==> src/rtl/neuron_param_loader.sv <==
// Host-side loader for neuron weight/bias parameters: parses a header word, then
// streams N weights and one bias into the neuron array as one-cycle strobes.
module neuron_param_loader #(
  parameter int unsigned dataWidth = 16,
  parameter int unsigned maxWeight = 784
) (
  input  logic                 clk,
  input  logic                 rstn,
  input  logic [31:0]          s_data,
  input  logic                 s_valid,
  output logic                 s_ready,
  input  logic                 abort,
  output logic [dataWidth-1:0] mWeight,
  output logic                 mWeightValid,
  output logic [31:0]          mBias,
  output logic                 mBiasValid,
  output logic [31:0]          config_layer_num,
  output logic [31:0]          config_neuron_num,
  output logic                 load_done,
  output logic                 load_err
);

  typedef enum logic [2:0] {StIdle, StWeight, StBias, StDone, StDrain} state_e;

  localparam logic [16:0] MaxW = 17'(maxWeight);

  state_e                 state_q;
  logic [16:0]            cnt_q;
  logic [dataWidth-1:0]   weight_q;
  logic                   weight_vld_q;
  logic [31:0]            bias_q;
  logic                   bias_vld_q;
  logic [7:0]             layer_q;
  logic [7:0]             neuron_q;
  logic                   done_q;
  logic                   err_q;

  logic                   beat;
  logic [16:0]            hdr_cnt;

  assign s_ready = (state_q != StDone);
  // Abort wins over a same-cycle beat, including a header beat in idle.
  assign beat    = s_valid & s_ready & ~abort;
  assign hdr_cnt = {1'b0, s_data[15:0]};

  always_ff @(posedge clk or negedge rstn) begin
    if (!rstn) begin
      state_q      <= StIdle;
      cnt_q        <= '0;
      weight_q     <= '0;
      weight_vld_q <= 1'b0;
      bias_q       <= '0;
      bias_vld_q   <= 1'b0;
      layer_q      <= '0;
      neuron_q     <= '0;
      done_q       <= 1'b0;
      err_q        <= 1'b0;
    end else begin
      weight_vld_q <= 1'b0;
      bias_vld_q   <= 1'b0;
      done_q       <= 1'b0;
      if (abort && (state_q != StIdle)) begin
        state_q <= StIdle;
      end else if (beat) begin
        case (state_q)
          StIdle: begin
            layer_q  <= s_data[31:24];
            neuron_q <= s_data[23:16];
            err_q    <= 1'b0;
            if (hdr_cnt == 17'd0) begin
              cnt_q   <= '0;
              state_q <= StBias;
            end else if (hdr_cnt <= MaxW) begin
              cnt_q   <= hdr_cnt;
              state_q <= StWeight;
            end else begin
              // Swallow the whole oversized load: N weights plus the bias word.
              err_q   <= 1'b1;
              cnt_q   <= hdr_cnt + 17'd1;
              state_q <= StDrain;
            end
          end
          StWeight: begin
            weight_q     <= s_data[dataWidth-1:0];
            weight_vld_q <= 1'b1;
            cnt_q        <= cnt_q - 17'd1;
            if (cnt_q == 17'd1) state_q <= StBias;
          end
          StBias: begin
            bias_q     <= s_data;
            bias_vld_q <= 1'b1;
            done_q     <= 1'b1;
            state_q    <= StDone;
          end
          StDrain: begin
            cnt_q <= cnt_q - 17'd1;
            if (cnt_q == 17'd1) state_q <= StIdle;
          end
          default: state_q <= StIdle;
        endcase
      end else if (state_q == StDone) begin
        state_q <= StIdle;
      end
    end
  end

  assign mWeight           = weight_q;
  assign mWeightValid      = weight_vld_q;
  assign mBias             = bias_q;
  assign mBiasValid        = bias_vld_q;
  assign config_layer_num  = {24'd0, layer_q};
  assign config_neuron_num = {24'd0, neuron_q};
  assign load_done         = done_q;
  assign load_err          = err_q;

endmodule
==> config.mk <==
export PLATFORM = sky130hd
export DESIGN_NAME = neuron_param_loader
export DESIGN_NICKNAME = d
export VERILOG_FILES = /design/src/rtl/neuron_param_loader.sv
export SDC_FILE = /design/constraint.sdc
export NUM_CORES = 1
export LEC_CHECK = 0
export BUFFER_PORTS_ARGS = -buffer_cell sky130_fd_sc_hd__buf_2
export CAP_MARGIN = 20
export CORE_ASPECT_RATIO = 0.7
export CORE_MARGIN = 2
export CORE_UTILIZATION = 54
export CTS_BUF_LIST = sky130_fd_sc_hd__clkbuf_4 sky130_fd_sc_hd__clkbuf_8
export DETAILED_ROUTE_END_ITERATION = 10
export GPL_TIMING_DRIVEN = 1
export PLACE_DENSITY_LB_ADDON = 0.25
export SETUP_SLACK_MARGIN = 0.5
export SLEW_MARGIN = 20
export SYNTH_ARGS = -nofsm -noshare
export SYNTH_HDL_FRONTEND = slang
export SYNTH_SLANG_ARGS = --single-unit
==> constraint.sdc <==
create_clock -name clk -period 4.4 [get_ports clk]
set_input_delay 0.22 -clock clk [delete_from_list [all_inputs] [get_ports clk]]
set_output_delay 0.22 -clock clk [all_outputs]
set_load 0.02 [all_outputs]
==> results.ini <==
[drt]
via_count=3461
wl_met1_mm=4.888
final_antenna_net_count=0
drt_iter0_markers=197
drtPass1Iterations=5
drt-wirelength-per-cell_um=15.80
wl_met3_um=757
top_layer_used=met4
viasPerCell=5.228
wl_met2_mm=4.696
wl_mm=10.46
drt_drc_violations_left=0

[finish]
antenna_cells=0
final_common_cell=buf_2
drive_above_1_share_pct=29.15
fin_area_mm2=0.005246
n_fill_cell=719
nets=578
syn_to_final_growth_pct=11.60
final_core_util_pct=62.14
layout_common_cells=buf_2, dfrtp_1, nand2_1, conb_1, mux2_1

[global_routing]
grt_pass1_vias=3223
globalRouteOverflowTotal=0
antenna_found_initial=0
grt_max_degree=88
grt_pass1_wl_mm=16.30
track_usage_pct=22.63

[synth]
yosysSeqAreaShare_pct=46.31
ys_async_sr_fraction_pct=100.0
yosysUniqueCellTypes=58
synthesis.area_per_instance_um2=10.61
ys.flop_type=dfrtp_1
syn_inst=443
synth_area_mm2=0.004701
synth_edf_count=0
yosys_warnings=0
ys_seq_elements=87

[sta]
clock_skew_ps=9.064
rsz0062_at_grt=false
finalSetupTns_ps=0
fmax_mhz=371.2
fin_crit_sh_pct=61.22
slew_headroom_pct=23.96
hold_ws_ps=45.95
report.final.slew_viol_count=0
final-hold-violation-count=0
finalSetupViolCount=0
worst_slew_pin_slew_ps=1133
period_minus_slack_ps=2694

[setup_path]
r2r_start=state_q[0]$_DFFE_PN0P_
crit_type=reg2reg
crit_fanout=21
reg2reg_setup_slack_ps=1710
ff2ff_path_depth=5
worstPathRequired_ps=4700
slowest_stage=and2b_1
crit_path_cell_trace=nor4b_4 -> and2b_1 -> o21ai_1 -> o22ai_1 -> a31o_1
arrival_ps=3000
worst_setup_path_start_kind=register
end_kind=register
slowest_delay_ps=650
reg2reg_to=cnt_q[13]$_DFFE_PN0P_

[clock_tree]
numCtsBuffers=9
cts_root_buf=clkbuf_8
clock_path_buffers=2
postCtsSetupRepairBufs=0
cts_htree_levels=3
clk_pin_slew_worst_paths_ps=90
holdBufCountCts=0
tritoncts=built
cts_sinks=87
cts_resized=0
clkLatencyLatePin_ps=370

[min_path]
hold-path-cell-count=3
hold_class=in2reg
holdPathEnd=layer_q[5]$_DFFE_PN0P_
hold_start=s_data[29]

[power]
ir_drop_v=0.0002267
power_density_mw_per_mm2=391.1
p_leak_nw=2.742

[place]
gp_congestion=0.8055
numPortBuffers=104
placed_cell_area_mm2=0.005047
dp_hpwl_mm=7.316

[die]
coreArea_mm2=0.008443
io_pins=153
die_x_um=115.5
start_util_pct=55.68
num_rows=28
die_area_mm2=0.009479
die_h_um=82.06

[run_status]
status=completed

[flow_run]
drv_cap=0

==> metrics by stage <==
step,setup slack [ps],instances,power (W)
5_1_grt,1545,662,0.002160
2_1_floorplan,2673,490,0.001392
3_5_place_dp,1785,646,0.001521
4_1_cts,1752,661,0.002061
6_report,1706,662,0.002052
3_3_place_gp,1856,646,0.001505
==> power breakdown <==
part | switching (W) | internal, W | total (W)
sequential | 0.0000940 | 0.000911 | 0.00100
combinational | 0.000331 | 0.000174 | 0.000505
clock | 0.000298 | 0.000245 | 0.000542
total | 0.000722 | 0.00133 | 0.00205
==> logic make-up (layout without fill, tap and decap cells) <==
logic type	Yosys count	in the layout	share of synthesized area (%)
AND/OR/NAND/NOR	145	145	16.61
flip-flops	87	87	46.31
buffers and inverters	77	129	11.42
AO/OA/AOI/OAI	72	72	10.54
multiplexers	42	42	11.02
XOR/XNOR	15	15	2.955
adder cells (fa/ha/maj)	4	4	1.065
other	1	48	0.07977
==> registers in the layout, indices dropped and copies added, names as in the netlist <==
name / count
cnt_q: 17
layer_q: 8
load_done: 1
load_err: 1
mBias: 32
mWeight: 16
mWeightValid: 1
neuron_q: 8
state_q: 3
==> synthesized netlist by cell type (6+ instances only) <==
master	n	area share (%)
a21oi_1	9	0.96
xor2_1	11	2.0
buf_4	51	8.1
nand3_1	14	1.5
mux2_4	12	3.8
nand2_1	66	5.3
buf_6	6	1.4
buf_2	9	0.96
dfrtp_1	87	46
nor2_1	17	1.4
mux2_1	24	5.7
o221ai_1	6	1.1
o21ai_1	23	2.4
mux2_2	6	1.4
inv_1	9	0.72
o21ai_0	6	0.64
nor3_1	8	0.85
==> how the worst max path moves through the flow <==
| stage | endpoint | depth (start not counted) | from |
|---|---|---|---|
| final | cnt_q[13]$_DFFE_PN0P_ | 5 | state_q[0]$_DFFE_PN0P_ |
| after global routing | cnt_q[13]$_DFFE_PN0P_ | 5 | state_q[0]$_DFFE_PN0P_ |
| after CTS | cnt_q[13]$_DFFE_PN0P_ | 5 | state_q[0]$_DFFE_PN0P_ |
| after detailed placement | cnt_q[13]$_DFFE_PN0P_ | 5 | state_q[0]$_DFFE_PN0P_ |
| after global placement | cnt_q[13]$_DFFE_PN0P_ | 5 | state_q[0]$_DFFE_PN0P_ |
| after floorplan | cnt_q[8]$_DFFE_PN0P_ | 7 | cnt_q[0]$_DFFE_PN0P_ |
==> final cells by class <==
cell class | instances | area, um^2 | area share (%)
Clock inverter | 3 | 26.28 | 0.5008
Timing Repair Buffer | 105 | 536.8 | 10.23
Multi-Input combinational cell | 326 | 2163 | 41.24
Tap cell | 120 | 150.1 | 2.862
Sequential cell | 87 | 2177 | 41.50
Inverter | 9 | 33.78 | 0.6439
Clock buffer | 12 | 158.9 | 3.029
==> per-layer routing <==
| metal | track usage, % | up-vias |
|---|---|---|
| met4 | 6.747 | 0 |
| met2 | 33.16 | 121 |
| li1 | - | 1643 |
| met1 | 32.62 | 1684 |
| met3 | 6.642 | 13 |
| met5 | 0 | - |
==> worst max-delay path, delay by kind of cell (launching register included) <==
family             cells  cell delay (ps)
AOI/OAI and AO/OA      3             1060
and+or+nand+nor        2             1050
DFF                    1              520
No activity file was read; power rests on OpenSTA's default activity.
